<file path="src/rtl/speles_logika_pkg.sv">
// Shared definitions for the binary-number guessing game controller.
//   state_t    : phase encoding driven on the top-level state bus
//   LEVEL_MAX  : level value at which the game ends with a win streak
//   LFSR_SEED  : start value of the target generator after reset
//   LFSR_TAPS  : feedback tap mask for x^5 + x^3 + 1 (bit 4 and bit 2)
package speles_logika_pkg;

  typedef enum logic [1:0] {
    IDLE  = 2'd0,
    SHOW  = 2'd1,
    GUESS = 2'd2,
    OVER  = 2'd3
  } state_t;

  localparam logic [7:0] LEVEL_MAX = 8'd255;
  localparam logic [4:0] LFSR_SEED = 5'b00001;
  localparam logic [4:0] LFSR_TAPS = 5'b10100;

endpackage

</file>
<file path="src/rtl/speles_lfsr.sv">
// Free-running 5-bit Fibonacci LFSR used as the target value source.
// Advances on every clock; the seed is nonzero so the all-zero lockup
// state is never entered.
//   clk    : system clock
//   rst    : asynchronous active-high reset, loads LFSR_SEED
//   lfsr_v : current LFSR contents, lfsr_v[0] is the MSB
module speles_lfsr
  import speles_logika_pkg::*;
(
  input  logic       clk,
  input  logic       rst,
  output logic [0:4] lfsr_v
);

  logic [4:0] lfsr_q;

  // Shift toward the MSB; the new LSB is the XOR of the tapped bits.
  always_ff @(posedge clk or posedge rst) begin
    if (rst) begin
      lfsr_q <= LFSR_SEED;
    end else begin
      lfsr_q <= {lfsr_q[3:0], ^(lfsr_q & LFSR_TAPS)};
    end
  end

  assign lfsr_v = lfsr_q;

endmodule

</file>
<file path="src/rtl/speles_logika.sv">
// Game-control FSM for the binary-number guessing game.
// Sequences IDLE -> SHOW -> GUESS -> (SHOW | OVER) -> IDLE from a single
// button, issues a new target with a one-cycle load strobe on every entry
// into SHOW, and counts completed rounds in a saturating level counter.
//   clk     : system clock
//   rst     : asynchronous active-high reset
//   guess_b : debounced player button, only its rising edge acts
//   cmp_r   : 1 when the player's guess equals the current target
//   end_f   : level-sensitive end flag, forces OVER in SHOW/GUESS
//   state   : current phase (IDLE=0, SHOW=1, GUESS=2, OVER=3)
//   level   : completed-round counter, saturates at 255
//   set_f   : one-cycle strobe, target register loads set_v
//   set_v   : new target value, held between strobes
module speles_logika
  import speles_logika_pkg::*;
(
  input  logic       clk,
  input  logic       rst,
  input  logic       guess_b,
  input  logic       cmp_r,
  input  logic       end_f,
  output logic [0:1] state,
  output logic [0:7] level,
  output logic       set_f,
  output logic [0:4] set_v
);

  function automatic logic [7:0] level_sat_inc(input logic [7:0] v);
    return (v == LEVEL_MAX) ? v : v + 8'd1;
  endfunction

  state_t     st_q;
  logic       guess_q;
  logic       press;
  logic [0:4] lfsr_v;
  logic [7:0] level_nxt;

  speles_lfsr u_lfsr (
    .clk    (clk),
    .rst    (rst),
    .lfsr_v (lfsr_v)
  );

  // guess_q resets high so a button held through reset release is not
  // mistaken for a fresh press.
  assign press     = guess_b & ~guess_q;
  assign level_nxt = level_sat_inc(level);
  assign state     = st_q;

  always_ff @(posedge clk or posedge rst) begin
    if (rst) begin
      st_q    <= IDLE;
      level   <= '0;
      set_f   <= 1'b0;
      set_v   <= '0;
      guess_q <= 1'b1;
    end else begin
      guess_q <= guess_b;
      set_f   <= 1'b0;
      case (st_q)
        IDLE: begin
          if (press) begin
            st_q  <= SHOW;
            level <= '0;
            set_v <= lfsr_v;
            set_f <= 1'b1;
          end
        end
        SHOW: begin
          // end_f outranks the button in both active phases.
          if (end_f) begin
            st_q <= OVER;
          end else if (press) begin
            st_q <= GUESS;
          end
        end
        GUESS: begin
          if (end_f) begin
            st_q <= OVER;
          end else if (press) begin
            if (cmp_r) begin
              level <= level_nxt;
              if (level_nxt == LEVEL_MAX) begin
                st_q <= OVER;
              end else begin
                st_q  <= SHOW;
                set_v <= lfsr_v;
                set_f <= 1'b1;
              end
            end else begin
              st_q <= OVER;
            end
          end
        end
        OVER: begin
          if (press) begin
            st_q <= IDLE;
          end
        end
        default: st_q <= IDLE;
      endcase
    end
  end

endmodule

</file>
<file path="config.mk">
export PLATFORM = sky130hd
export DESIGN_NAME = speles_logika
export DESIGN_NICKNAME = d
export VERILOG_FILES = /design/src/rtl/speles_logika_pkg.sv /design/src/rtl/speles_lfsr.sv /design/src/rtl/speles_logika.sv
export SDC_FILE = /design/constraint.sdc
export NUM_CORES = 1
export LEC_CHECK = 0
export BUFFER_PORTS_ARGS = -buffer_cell sky130_fd_sc_hd__buf_2
export CAP_MARGIN = 0
export CORE_MARGIN = 2
export CORE_UTILIZATION = 55
export DETAILED_ROUTE_END_ITERATION = 10
export HOLD_SLACK_MARGIN = 0.08
export PLACE_DENSITY = 0.84
export REMOVE_ABC_BUFFERS = 1
export SLEW_MARGIN = 20
export SYNTH_ARGS = -nofsm -noshare
export SYNTH_HDL_FRONTEND = slang
export SYNTH_SLANG_ARGS = --single-unit
</file>
<file path="constraint.sdc">
create_clock -name clk -period 4.98 [get_ports clk]
set_input_delay 0.249 -clock clk [delete_from_list [all_inputs] [get_ports clk]]
set_output_delay 0.249 -clock clk [all_outputs]
set_load 0.01 [all_outputs]
</file>
==> results of run 1 <==
## flip-flops by register name, indices dropped and copies added (netlist names)
register       count
set_f              1
guess_q            1
state              2
set_v              5
level              8
u_lfsr.lfsr_v      5
## cell usage in the layout, fill, tap and decap left out, types with 4 or more instances in the layout
cell,Yosys,routed
a21oi_1,9,9
nand2_1,11,11
nor2_1,6,6
dfrtp_1,20,20
o211ai_1,6,6
nand3_1,6,6
a22o_1,4,4
nand2b_1,5,5
a2bb2oi_1,6,6
buf_2,0,20
o21ai_0,7,7
## power by group through the flow
| stage | registers, mW | logic (mW) | clock network (mW) |
|---|---|---|---|
| after global routing | 0.306 | 0.192 | 0.148 |
| final | 0.294 | 0.173 | 0.137 |
| after global placement | 0.293 | 0.169 | 0 |
| after detailed placement | 0.297 | 0.173 | 0 |
| after CTS | 0.293 | 0.175 | 0.139 |
| after floorplan | 0.305 | 0.0890 | 0 |
## critical path, stage by stage, from the launching register on
cell and delay [ns]:
dfrtp_1 0.50, ha_1 0.35, and4b_2 0.26, a2bb2oi_1 0.06, a21oi_1 0.70, a2bb2oi_1 0.26
o211ai_1 0.11
## kinds of logic after synthesis
family,count (synthesis),share of synthesized area
compound gates,43,0.256
xor+xnor,2,0.0143
fa+ha+maj,1,0.0102
buf+inv,9,0.0674
flops,22,0.451
mux,1,0.00919
simple gates,42,0.191
## layer usage
metal / wire length [µm] / global-route usage / up-vias
li1: - / - / 488
met5: 0 / 0 / -
met3: 104 / 0.0322 / 7
met4: 44 / 0.0901 / 0
met2: 1110 / 0.338 / 27
met1: 1080 / 0.259 / 477
## cell type report
type                    count  share of cell area
multi-input cells          89               0.436
flip-flops and latches     22               0.409
repair buffers             22              0.0870
well taps                  28              0.0259
clock inverters             1              0.0222
clock buffers               3              0.0167
inverters                   1             0.00278
## cells in the mapped netlist, drive strengths merged
library cell / number / share of area
a22oi: 1 / 0.017
a31oi: 2 / 0.010
o31ai: 2 / 0.012
a22o: 4 / 0.029
a2bb2oi: 6 / 0.043
nor2b: 1 / 0.0051
nand2b: 5 / 0.026
nor2: 6 / 0.018
clkbuf: 2 / 0.0092
dfstp: 2 / 0.043
xor2: 2 / 0.014
nand3: 7 / 0.033
or4: 1 / 0.0092
or3: 1 / 0.0061
nand3b: 1 / 0.0061
and4: 1 / 0.0082
a211oi: 2 / 0.012
a21oi: 9 / 0.037
inv: 1 / 0.0031
nand2: 12 / 0.039
o211ai: 6 / 0.037
and3: 1 / 0.0051
and2: 2 / 0.011
a211o: 1 / 0.0072
buf: 6 / 0.055
nand4: 2 / 0.010
and4b: 1 / 0.0092
or2: 1 / 0.0051
ha: 1 / 0.010
o221ai: 1 / 0.0072
dfrtp: 20 / 0.41
a221o: 1 / 0.0092
a41oi: 1 / 0.0072
mux2: 1 / 0.0092
o21ai: 7 / 0.029
## worst max-delay path by stage
stage	slack, ns	endpoint	from	depth (start not counted)
final	2.65	set_v[1]	level[7]	6
after global routing	2.40	set_v[0]	level[7]	6
after CTS	2.70	set_v[2]	level[7]	6
after detailed placement	2.71	set_v[2]	level[7]	6
after global placement	2.85	set_v[2]	level[7]	6
after floorplan	2.96	set_v[2]	level[7]	6
## stage by stage
step	hold WS, ns	instances
2_1_floorplan	0.237	112
3_3_place_gp	0.365	161
3_5_place_dp	0.361	161
4_1_cts	0.103	166
5_1_grt	0.144	166
6_report	0.0655	166
==> run_results.csv, run 1 <==
group,metric,value,unit
run_status,status,"finished clean",
sta,setup_tns,0,ns
global_route,grt_pass1_wl,4.00,mm
global_route,grt_util_all_layers,0.203,
layout,antenna_cells,0,
power,p_int,0.391,mW
route,drc,0,
clock_tree,numCtsBuffers,3,
floorplan,dieArea,2620,µm²
power,clkPwrFrac,0.227,
power,seqPwrFrac,0.487,
worst_setup_path,r2r_start,"level[7]",
power,ir_worst_vdd,0.000256,V
power,power.switching,0.214,mW
global_route,grt_max_degree,23,
run,max-cap-violations,0,
sta,period_minus_slack,2.33,ns
layout,n_fill_cell,175,
clock_tree,clkTransAtPathRegs,0.12,ns
worst_setup_path,end_kind,"flop",
route,routed_wl,2.34,mm
min_path,hold_class,"input pin to async pin",
worst_setup_path,cp.arrival,2.53,ns
power,swShare,0.354,
placement,dp_hpwl,1.66,mm
placement,gp_congestion,0.857,
floorplan,io_pins,21,
floorplan,rows,17,
placement,placed_cell_area,1290,µm²
clock_tree,cts_max_path_buffers,2,
sta,fin_crit_sh,0.469,
route,via_per_inst,6.02,
sta,rsz0062_at_grt,"no",
power,leakage,0.599,nW
placement,io_buffers,20,
yosys,ys_ff_latch,22,
route,drt_iter0_drc,21,
layout,drive_gt1_frac,0.275,
clock_tree,cts_sinks,22,
sta,slew_headroom,0.421,
sta,final.setup.worst_slack,2.65,ns
route,wl_per_cell,14.1,µm
global_route,overflow,0,
worst_setup_path,reg2reg_depth,6,
floorplan,chipWidth,51.2,µm
route,dr.pass1.iters,5,
worst_setup_path,crit_required,5.18,ns
layout,area_growth,10.3,%
worst_setup_path,reg2reg_to,"set_v[1]",
clock_tree,cts_resized,0,
floorplan,start_util,0.570,
layout,fin_area,1350,µm²
clock_tree,cts_hold_buf,1,
yosys,syn_inst,120,
power,finalPower,0.605,mW
worst_setup_path,path_class,"flop to flop",
placement,pre_cts_ws,2.71,ns
clock_tree,cts_root_buffer,"clkbuf_4",
clock_tree,cts_setup_buffers,0,
sta,final.setup_skew,0.00427,ns
sta,finalSetupViolations,0,
yosys,seq_area_frac_synth,0.451,
sta,maxSlewViolCount,0,
power,p_per_area,447,nW/µm²
yosys,netlist_area,1220,µm²
clock_tree,insertion_delay,0.32,ns
floorplan,core,2150,µm²
route,vias,999,
layout,multi_input_area,589,µm²
sta,worst_slew_pin_slew,0.869,ns
worst_setup_path,startpoint_type,"flop",
clock_tree,htreeDepth,1,
layout,utilization,0.629,
yosys,yosysUniqueCellTypes,39,
global_route,antenna_found_initial,0,
global_route,grt_pass1_vias,931,
clock_tree,tritoncts,"done",
sta,clock.fmax,428,MHz
floorplan,die_h,51.2,µm
layout,nNetsFinal,145,
yosys,avgSynthCellArea,10.2,µm²
yosys,synth_warnings,0,
route,ant_nets,0,
worst_setup_path,reg2reg_setup_slack,2.65,ns
worst_setup_path,worstPathMaxFanout,12,
power,comb_power_share,0.287,
sta,hold_violations,0,
layout,final-seq-area,553,µm²
Power figures use the tool's default switching activity.
==> inputs of run 2 (changes only) <==
CORE_UTILIZATION = 54   (was 55)
PLACE_DENSITY = 0.83   (was 0.84)
clock period = 2.2 ns   (was 4.98 ns; I/O delays follow)
==> run 2 against run 1 <==
Via count rose by 2.9%. Critical path type unchanged. Combinational power rose to 2.8 times the previous value. Largest cell class unchanged. Clock-buffer cell count unchanged. Clock skew fell by 0.0016 ns. Highest routed layer unchanged. Utilization up 1.2 points. Critical endpoint is now set_v[0]. Sequential share of layout area is 1.2 points lower.
==> run_results.csv, run 2 (synthesis results as in run 1) <==
group,metric,value,unit
route,drc,0,
power,leakage,0.624,nW
global_route,globalRouteMet3Util,0.0402,
clock_tree,cts_max_path_buffers,2,
worst_setup_path,path_class,"flop to flop",
route,ant_nets,0,
route,wl_per_cell,14.6,µm
sta,fin_crit_sh,0.925,
worst_setup_path,worstPathMaxFanout,12,
layout,nNetsFinal,150,
sta,period_minus_slack,2.04,ns
sta,hold_violations,0,
clock_tree,cts_root_buffer,"clkbuf_4",
layout,largest-register,"level",
clock_tree,cts_sinks,22,
route,via_per_inst,6.01,
floorplan,dieArea,2670,µm²
sta,slew_headroom,0.451,
worst_setup_path,cp.arrival,2.27,ns
power,p_per_area,1010,nW/µm²
route,drt_iter0_drc,33,
layout,utilization,0.641,
run,max-cap-violations,0,
worst_setup_path,cpLargestDelayFamily,"simple AND/OR/NAND/NOR gates",
worst_setup_path,end_kind,"flop",
clock_tree,tritoncts,"done",
run_status,status,"finished clean",
power,ir_worst_vdd,0.000631,V
global_route,antenna_found_initial,0,
layout,drive_gt1_frac,0.294,
worst_setup_path,cpPeakStageDelay,0.55,ns
route,dr.pass1.iters,4,
route,vias,1028,
clock_tree,insertion_delay,0.31,ns
global_route,grt_pass1_wl,4.26,mm
layout,fin_area,1390,µm²
min_path,hold_class,"input pin to flop",
worst_setup_path,worst_path_max_delay_cell,"or4_4",
floorplan,rows,17,
global_route,grt_util_all_layers,0.213,
placement,gp_congestion,0.884,
layout,mostFrequentLayoutCells,"buf_2 (20), dfrtp_1 (20), nand2_1 (11)",
floorplan,die_h,51.6,µm
worst_setup_path,startpoint_type,"flop",
sta,maxSlewViolCount,0,
sta,finalSetupViolations,0,
placement,io_buffers,20,
power,finalPower,1.41,mW
global_route,grt_use_met1,0.306,
worst_setup_path,cp_num_buf_inv,0,
global_route,grt_max_degree,23,
route,routed_wl,2.50,mm
global_route,grt_busiest_layer,"met2",
floorplan,core,2170,µm²
global_route,grt_pass1_vias,930,
layout,antenna_cells,0,
sta,clock.fmax,491,MHz
floorplan,io_pins,21,
global_route,overflow,0,
worst_setup_path,crit_required,2.43,ns
clock_tree,clkTransAtPathRegs,0.13,ns
floorplan,start_util,0.565,
clock_tree,htreeDepth,1,
sta,hold_ws,0.0907,ns
sta,rsz0062_at_grt,"no",
placement,placed_cell_area,1320,µm²
sta,final.setup_skew,0.00269,ns
global_route,globalRouteMet2Util,0.325,
floorplan,chipWidth,51.6,µm
placement,dp_hpwl,1.73,mm
sta,worst_slew_pin_slew,0.822,ns
worst_setup_path,path_cells,"ha_1 > nand2_1 > or4_4 > a22oi_4 > nand3_1 > o211ai_1",
layout,largest_register_ffs,8,
clock_tree,numCtsBuffers,3,
sta,setup_tns,0,ns
layout,area_growth,13.6,%
==> run 2: cell types whose count changed in the layout (fill, tap and decap cells not counted) <==
| cell | previous run | this run |
|---|---|---|
| buf_4 | 1 | 5 |
| dlygate4sd3_1 | 1 | 2 |
==> run 2: worst min-delay path, cell delays in order <==
cell	delay, ns
buf_2	0.12
nand2b_1	0.06
a31oi_1	0.08
==> run 2: repair_timing <==
action | in CTS | in global routing
resized for setup | 0 | 0
buffers inserted | 0 | 0
hold buffers | 2 | 0
hold endpoints to repair | 21 | 0
==> run 2: final timing paths <==
check | startpoint | to | slack (ns) | depth (start not counted)
worst min-delay path | end_f | state[1] | 0.09 | 3
worst max-delay path | level[6] | set_v[0] | 0.16 | 6
max in group asynchronous | rst | set_f | 1.21 | 3
min in group asynchronous | rst | level[3] | 0.48 | 3
worst min register to register | u_lfsr.lfsr_v[1] | u_lfsr.lfsr_v[0] | 0.40 | 0
worst max register to register | level[6] | set_v[0] | 0.16 | 6
==> run 2: layout make-up <==
type	instances	area [µm²]
fillers	182	778
multi-input cells	89	589
flip-flops and latches	22	553
repair buffers	27	158
well taps	28	35.0
clock inverters	1	30.0
clock buffers	3	22.5
inverters	1	3.75
==> run 2: power by group <==
group	switching, mW	total [mW]	internal (mW)
registers	0.114	0.617	0.503
clock network	0.126	0.310	0.184
logic	0.255	0.482	0.227
==> run 2: per-stage QoR <==
stage	setup WS, ns	instances
final	0.164	171
after floorplan	0.176	112
after global routing	0.00973	171
after global placement	0.297	165
after CTS	0.164	171
after detailed placement	0.217	165
==> run 2: metal layers <==
layer / wire length [µm] / vias up
met5: 0 / -
met1: 1150 / 493
li1: - / 498
met3: 106 / 6
met4: 44 / 0
met2: 1200 / 31
